**src/rtl/immgen_pipe.sv**
```systemverilog
// Registered ID-stage immediate generator: decodes and sign-extends the immediate of a
// raw instruction, carries a sideband tag, and delivers it through a 2-entry skid buffer.
module immgen_pipe #(
  parameter int unsigned XLEN    = 32,
  parameter int unsigned TAG_W   = 32,
  parameter bit          ZIMM_EN = 1'b1
) (
  input  logic             clk,
  input  logic             rst_n,
  input  logic             flush,
  input  logic             in_valid,
  output logic             in_ready,
  input  logic [2:0]       in_sel,
  input  logic [31:0]      in_instr,
  input  logic [TAG_W-1:0] in_tag,
  output logic             out_valid,
  input  logic             out_ready,
  output logic [XLEN-1:0]  out_imm,
  output logic [TAG_W-1:0] out_tag,
  output logic             out_err
);

  localparam logic [2:0] SEL_I     = 3'd0;
  localparam logic [2:0] SEL_S     = 3'd1;
  localparam logic [2:0] SEL_SB    = 3'd2;
  localparam logic [2:0] SEL_UJ    = 3'd3;
  localparam logic [2:0] SEL_U     = 3'd4;
  localparam logic [2:0] SEL_ZIMM  = 3'd5;
  localparam logic [2:0] SEL_SHAMT = 3'd6;

  function automatic logic sel_illegal(input logic [2:0] sel);
    logic ill;
    case (sel)
      SEL_I, SEL_S, SEL_SB, SEL_UJ, SEL_U, SEL_SHAMT: ill = 1'b0;
      SEL_ZIMM: ill = (ZIMM_EN == 1'b0);
      default:  ill = 1'b1;
    endcase
    return ill;
  endfunction

  function automatic logic [XLEN-1:0] decode_imm(input logic [2:0] sel, input logic [31:0] instr);
    logic [XLEN-1:0] s;
    logic [XLEN-1:0] imm;
    s = {XLEN{instr[31]}};
    imm = {XLEN{1'b0}};
    case (sel)
      SEL_I:  imm = {s[XLEN-1:12], instr[31:20]};
      SEL_S:  imm = {s[XLEN-1:12], instr[31:25], instr[11:7]};
      SEL_SB: imm = {s[XLEN-1:13], instr[31], instr[7], instr[30:25], instr[11:8], 1'b0};
      SEL_UJ: imm = {s[XLEN-1:21], instr[31], instr[19:12], instr[20], instr[30:21], 1'b0};
      SEL_U: begin
        imm = s;
        imm[31:0] = {instr[31:12], 12'h000};
      end
      SEL_ZIMM: begin
        if (ZIMM_EN) begin
          imm[4:0] = instr[19:15];
        end else begin
          imm = {XLEN{1'b0}};
        end
      end
      SEL_SHAMT: begin
        if (XLEN == 64) begin
          imm[5:0] = instr[25:20];
        end else begin
          imm[4:0] = instr[24:20];
        end
      end
      default: imm = {XLEN{1'b0}};
    endcase
    return imm;
  endfunction

  // Opcode bits carry no immediate information.
  logic opcode_unused_s;
  assign opcode_unused_s = ^in_instr[6:0];

  logic [XLEN-1:0]  dec_imm_s;
  logic             dec_err_s;
  logic             in_xfer_s;
  logic             out_xfer_s;

  logic             m_valid_r, k_valid_r, in_ready_r;
  logic [XLEN-1:0]  m_imm_r, k_imm_r;
  logic [TAG_W-1:0] m_tag_r, k_tag_r;
  logic             m_err_r, k_err_r;

  logic             m_valid_n_s, k_valid_n_s;
  logic             m_load_in_s, m_load_k_s, k_load_in_s;

  assign dec_err_s  = sel_illegal(in_sel);
  assign dec_imm_s  = dec_err_s ? {XLEN{1'b0}} : decode_imm(in_sel, in_instr);
  assign in_xfer_s  = in_valid && in_ready_r;
  assign out_xfer_s = m_valid_r && out_ready;

  // Skid-buffer steering: M refills from K first so order stays FIFO; flush wins.
  always_comb begin
    m_valid_n_s = m_valid_r;
    k_valid_n_s = k_valid_r;
    m_load_in_s = 1'b0;
    m_load_k_s  = 1'b0;
    k_load_in_s = 1'b0;
    if (flush) begin
      m_valid_n_s = 1'b0;
      k_valid_n_s = 1'b0;
    end else if (!m_valid_r || out_xfer_s) begin
      if (k_valid_r) begin
        m_valid_n_s = 1'b1;
        m_load_k_s  = 1'b1;
        k_valid_n_s = 1'b0;
      end else if (in_xfer_s) begin
        m_valid_n_s = 1'b1;
        m_load_in_s = 1'b1;
      end else begin
        m_valid_n_s = 1'b0;
      end
    end else if (in_xfer_s) begin
      k_valid_n_s = 1'b1;
      k_load_in_s = 1'b1;
    end else begin
      k_valid_n_s = k_valid_r;
    end
  end

  // Valid flags and the registered ready, which mirrors the next K occupancy.
  always_ff @(posedge clk or negedge rst_n) begin
    if (!rst_n) begin
      m_valid_r  <= 1'b0;
      k_valid_r  <= 1'b0;
      in_ready_r <= 1'b1;
    end else begin
      m_valid_r  <= m_valid_n_s;
      k_valid_r  <= k_valid_n_s;
      in_ready_r <= !k_valid_n_s;
    end
  end

  // Main entry payload, loaded only when an entry actually moves into M.
  always_ff @(posedge clk or negedge rst_n) begin
    if (!rst_n) begin
      m_imm_r <= {XLEN{1'b0}};
      m_tag_r <= {TAG_W{1'b0}};
      m_err_r <= 1'b0;
    end else if (m_load_k_s) begin
      m_imm_r <= k_imm_r;
      m_tag_r <= k_tag_r;
      m_err_r <= k_err_r;
    end else if (m_load_in_s) begin
      m_imm_r <= dec_imm_s;
      m_tag_r <= in_tag;
      m_err_r <= dec_err_s;
    end else begin
      m_imm_r <= m_imm_r;
      m_tag_r <= m_tag_r;
      m_err_r <= m_err_r;
    end
  end

  // Skid entry payload, loaded only when an input arrives while M is stalled.
  always_ff @(posedge clk or negedge rst_n) begin
    if (!rst_n) begin
      k_imm_r <= {XLEN{1'b0}};
      k_tag_r <= {TAG_W{1'b0}};
      k_err_r <= 1'b0;
    end else if (k_load_in_s) begin
      k_imm_r <= dec_imm_s;
      k_tag_r <= in_tag;
      k_err_r <= dec_err_s;
    end else begin
      k_imm_r <= k_imm_r;
      k_tag_r <= k_tag_r;
      k_err_r <= k_err_r;
    end
  end

  assign in_ready  = in_ready_r;
  assign out_valid = m_valid_r;
  assign out_imm   = m_imm_r;
  assign out_tag   = m_tag_r;
  assign out_err   = m_err_r;

endmodule
```
**config.mk**
```make
export PLATFORM = sky130hd
export DESIGN_NAME = immgen_pipe
export DESIGN_NICKNAME = d
export VERILOG_FILES = /design/src/rtl/immgen_pipe.sv
export SDC_FILE = /design/constraint.sdc
export NUM_CORES = 1
export LEC_CHECK = 0
export ABC_AREA = 1
export ABC_CLOCK_PERIOD_IN_PS = 2500
export CORE_MARGIN = 4
export CORE_UTILIZATION = 45
export DETAILED_ROUTE_END_ITERATION = 10
export DONT_BUFFER_PORTS = 1
export SETUP_SLACK_MARGIN = 0.3
export SYNTH_ARGS = -nofsm -noshare
export SYNTH_HDL_FRONTEND = slang
export SYNTH_SLANG_ARGS = --single-unit
```
**constraint.sdc**
```tcl
create_clock -name clk -period 2.5 [get_ports clk]
set_input_delay 0.5 -clock clk [delete_from_list [all_inputs] [get_ports clk]]
set_output_delay 0.5 -clock clk [all_outputs]
set_load 0.1 [all_outputs]
```
=== Yosys cells after proc, flatten, opt, wreduce, memory -nomap -nowiden ===
Index checks and enable logic that the tools add are counted.

* Flip-flop bits (word level): 133
* Word-level logic and storage cells: 51

* Reduce and logical (&&, ||, !) cells: 11
* Eq/ne operators: 6
* Multiplexer cells: 25

{| class="wikitable"
|+ Operators by type and width
! operator !! number
|-
| $mux 32 || 5
|-
| $pmux 27 s4 || 1
|-
| $pmux 5 s5 || 1
|-
| $mux 1 || 18
|-
| $eq 3x3->1 const B || 3
|-
| $reduce_or 7->1 || 1
|-
| $eq 3x2->1 const B || 2
|-
| $reduce_bool 2->1 || 2
|-
| $reduce_or 2->1 || 2
|-
| $eq 3x1->1 const B || 1
|-
| $logic_not 3->1 || 1
|-
| $logic_and 1x1->1 || 2
|-
| $logic_not 1->1 || 2
|-
| $logic_or 1x1->1 || 1
|}

=== Depth between registers and ports, before layout ===
* Depth in word-level cells: 7
* Mapped depth: 11
* Gate-level depth less buffers: 9

=== Least setup slack after synthesis ===
No wires, ideal clock.

* Path kind: register to register
* Start point: reg m_valid_r (netlist: out_valid)
* End point: reg k_imm_r[10]
* Data required time: 2.382 ns
* Buffers on the path: 2
* Slack: 0.382 ns
* Setup time: 0.118 ns
* Data arrival time: 2.000 ns
* Cell stages (with the launch flop): 12
* Period minus slack after synthesis: 2.118 ns
* Cell sequence: dfrtp_1 inv_1 nor2_4 inv_2 nor2_1 inv_2 nor2_8 inv_2 buf_6 buf_2 nand2_1 nand2_1

* Cells in the longest elaborated chain, start to end: 4
* Elaborated cells on any way between the ends: 5
* Classes of those cells: 2 x mux; 3 x reduce/logical

{| class="wikitable"
|+ Ends and longest elaborated chain
! what !! line !! text
|-
| from (decl) || 83 || <nowiki>logic m_valid_r, k_valid_r, in_ready_r;</nowiki>
|-
| from (signal assigned) || 132 || <nowiki>m_valid_r <= m_valid_n_s;</nowiki>
|-
| $logic_not 1->1 / $logic_and 1x1->1 (equally long branches) || 106, 94 ||
|-
| $logic_or 1x1->1 (*) || 106 || <nowiki>end else if (!m_valid_r || out_xfer_s) begin</nowiki>
|-
| $mux 1 (*) || 106 ||
|-
| $mux 1 (*) || 103 || <nowiki>if (flush) begin</nowiki>
|-
| to (signal assigned) || 162 || <nowiki>k_imm_r <= {XLEN{1'b0}};</nowiki>
|-
| to (signal assigned) || 166 || <nowiki>k_imm_r <= dec_imm_s;</nowiki>
|-
| to (signal assigned) || 170 || <nowiki>k_imm_r <= k_imm_r;</nowiki>
|-
| to (decl) || 84 || <nowiki>logic [XLEN-1:0] m_imm_r, k_imm_r;</nowiki>
|}

Mark *: on every way between the ends. The rest lies on a longest branch, timed or not.
A chain may end at the register's enable or synchronous reset.

=== Final worst setup path ===
* Start point: reg m_valid_r (netlist: out_valid)
* End point: reg k_imm_r[21]

Same word-level chain as after synthesis.

==> reports/results.ini <==
[timing]
rsz0062_at_grt=no
finalCriticalPeriod_ns=1.874
drv_slew=0
fmax_ghz=0.5335
finalHoldViolCount=133
fin_setup_tns_ns=0
hold_ws_ns=-0.2190
worst_slew_pin_slew_ns=0.9185
worst_slack_ns=0.6257
min_period_over_period=0.7497
relSlewSlack=0.3876
setup_violations=0
finClkSkew_ns=0.005029

[floorplan]
die_h_um=122.8
start_util=0.4646
rows=41
dieArea_mm2=0.01509
core_mm2=0.01277
fp.dieW_um=122.8
pin_count=139

[detailed_routing]
drcViolationCount=0
num_vias=5069
firstDrtPassIters=5
wirelength_um=15420
via_per_inst=5.247
drtIter0Drc=399
route.antenna.remaining_nets=0
routedWlPerCell_um=15.96

[power_and_ir_drop]
powerDensity_mw_per_mm2=1086
max-vdd-ir-drop_v=0.0006627
leakagePower_nw=3.707

[yosys]
yosysTopAreaCellShare=0.5566
netlist_top_cells_area=dfrtp_1, nand2_1, o21ai_0
post-synth-top-area-cell=dfrtp_1
ys_ff_latch=133
syn_area_per_cell_um2=7.892
ys_seq_area_frac=0.5610
syn_area_mm2=0.005934
syn_inst=752
ys_warn_count=0
ys_types=21
syn_nets=824

[worst_setup_path]
r2r_slack_ns=0.63
crit_required_ns=2.78
worstSetupEndpointType=flop
crit_arrival_ns=2.15
r2r-end=k_imm_r[21]$_DFFE_PN0P_
rr_startpoint=out_valid$_DFFE_PN0P_
path_max_fanout=44
ff2ff_path_depth=9
cp-start-kind=flop
worstSetupPathType=flop to flop

[global_routing]
grt_use_met3=0.08249
grt_pass1_vias=5007
use_met1=0.2665
track_usage=0.2146
grt_first_pass_wirelength_um=25260
grt-busiest-layer=met2
grt_max_degree=134
grt_overflow_total=0
use_met2=0.3386
antenna_found_initial=0

[clock_tree]
cts_made_buffers=17
clockBufferDepth=2
clk_latency_ns=0.41
cts_root_buffer=clkbuf_16
ctsResizeCount=0
cts_tree=yes
path_clk_slew_ns=0.06
cts_setup_buffers=0
htreeDepth=4
cts_sinks=133

[placement]
hpwl_um=9655
numPortBuffers=0
post-place-ws_ns=0.5335
gp_congestion=0.8695

[hold_path]
hp-class=input port to asynchronous set/reset pin

[outcome]
violations=hold timing
status=finished, violations left

[run]
cap_violations=0

[layout]
num_antenna_cells=0
drive_gt1_frac=0.1247
fin_nets=853
syn_to_final_growth_pct=19.06

-- sequential cells by signal (all words and copies together), names as in the netlist --
register,flops
in_ready,1
k_valid_r,1
k_imm_r,32
out_valid,1
out_tag,32
k_err_r,1
out_err,1
k_tag_r,32
out_imm,32
-- stage by stage --
stage | total power [mW] | instance area [um2] | cells | utilization | hold slack, ns
finish | 7.672 | 7066 | 966 | 0.5531 | -0.2190
floorplan | 4.646 | 5934 | 752 | - | 0.2044
detailed placement | 5.043 | 6422 | 934 | 0.5028 | 0.2084
CTS | 7.737 | 7066 | 966 | 0.5531 | -0.2340
global placement | 4.996 | 6422 | 934 | 0.5028 | 0.2092
global route | 8.014 | 7066 | 966 | 0.5531 | -0.2390
-- area by class of cell --
| class | instances | area [um2] |
|---|---|---|
| repair buffers | 54 | 442.9 |
| inverters | 17 | 63.81 |
| flip-flops and latches | 133 | 3329 |
| clock buffers | 20 | 466.7 |
| multi-input cells | 558 | 2371 |
| clock inverters | 12 | 176.4 |
| well taps | 172 | 215.2 |
| fillers | 1178 | 5708 |
-- critical path, stage by stage, from the launching register on --
cell	delay (ns)
dfrtp_1	0.38
inv_1	0.09
nor2_4	0.05
inv_2	0.11
nor2_1	0.07
inv_2	0.10
nor2_8	0.04
inv_2	0.47
buf_12	0.30
o21ai_0	0.11
-- layer usage --
layer / share of wire / vias to the layer above
met5: 0 / -
met4: 0.015 / 0
met3: 0.10 / 21
met2: 0.47 / 186
met1: 0.41 / 2418
li1: - / 2444
-- Yosys cell counts --
cell type	instances
nor2_8	1
nand2_1	317
buf_6	1
nor2_1	82
dfstp_2	1
nor2_4	1
o21ai_1	6
o211ai_1	2
inv_2	5
nor3_2	1
nand3_1	21
buf_1	5
nand2_2	2
a22oi_1	3
clkbuf_1	15
dfrtp_1	132
nand4_1	4
o21ai_0	102
buf_2	23
a21oi_1	16
inv_1	12
-- where the power goes --
group	internal [mW]	leakage, nW	total, mW	switching, mW
Sequential	2.56	1.70	3.42	0.856
Clock	1.75	0.300	2.68	0.932
Combinational	0.387	1.71	1.58	1.19
Total	4.69	3.71	7.67	2.98
-- cell usage in the layout, fill, tap and decap left out --
| cell type | Yosys | final |
|---|---|---|
| nand3_1 | 21 | 19 |
| nor2_1 | 82 | 82 |
| o21ai_1 | 6 | 6 |
| nand2_1 | 317 | 317 |
| o211ai_1 | 2 | 2 |
| clkbuf_8 | 0 | 3 |
| bufinv_16 | 0 | 4 |
| buf_4 | 0 | 51 |
| a21oi_1 | 16 | 16 |
| a22oi_1 | 3 | 3 |
| nand3_4 | 0 | 2 |
| nor2_8 | 1 | 1 |
| dfstp_2 | 1 | 1 |
| dfrtp_1 | 132 | 132 |
| clkinv_2 | 0 | 2 |
| clkbuf_16 | 0 | 17 |
| clkinv_4 | 0 | 1 |
| nand2_2 | 2 | 2 |
| inv_2 | 5 | 5 |
| o21ai_0 | 102 | 102 |
| nor2_4 | 1 | 1 |
| buf_12 | 0 | 3 |
| inv_1 | 12 | 12 |
| nand4_1 | 4 | 4 |
| clkinvlp_4 | 0 | 5 |
| nor3_4 | 0 | 1 |
-- how the worst max path moves through the flow --
| stage | from | slack [ns] | end |
|---|---|---|---|
| after floorplan | out_valid$_DFFE_PN0P_ | 0.38 | k_imm_r[10]$_DFFE_PN0P_ |
| after global placement | in_sel[2] | 0.55 | out_imm[19]$_DFFE_PN0P_ |
| after detailed placement | in_sel[2] | 0.53 | k_imm_r[13]$_DFFE_PN0P_ |
| after CTS | out_valid$_DFFE_PN0P_ | 0.60 | k_imm_r[21]$_DFFE_PN0P_ |
| after global routing | in_ready$_DFF_PN1_ | 0.45 | out_tag[17]$_DFFE_PN0P_ |
| final | out_valid$_DFFE_PN0P_ | 0.63 | k_imm_r[21]$_DFFE_PN0P_ |
-- cells by family (layout without fill, tap and decap cells) --
logic type / count (synthesis) / in the layout / synth area share
compound gates: 129 / 129 / 0.1109
simple gates: 429 / 429 / 0.2834
buf+inv: 61 / 103 / 0.04470
flops: 133 / 133 / 0.5610
Note: power is estimated with default switching activity, not from simulation.
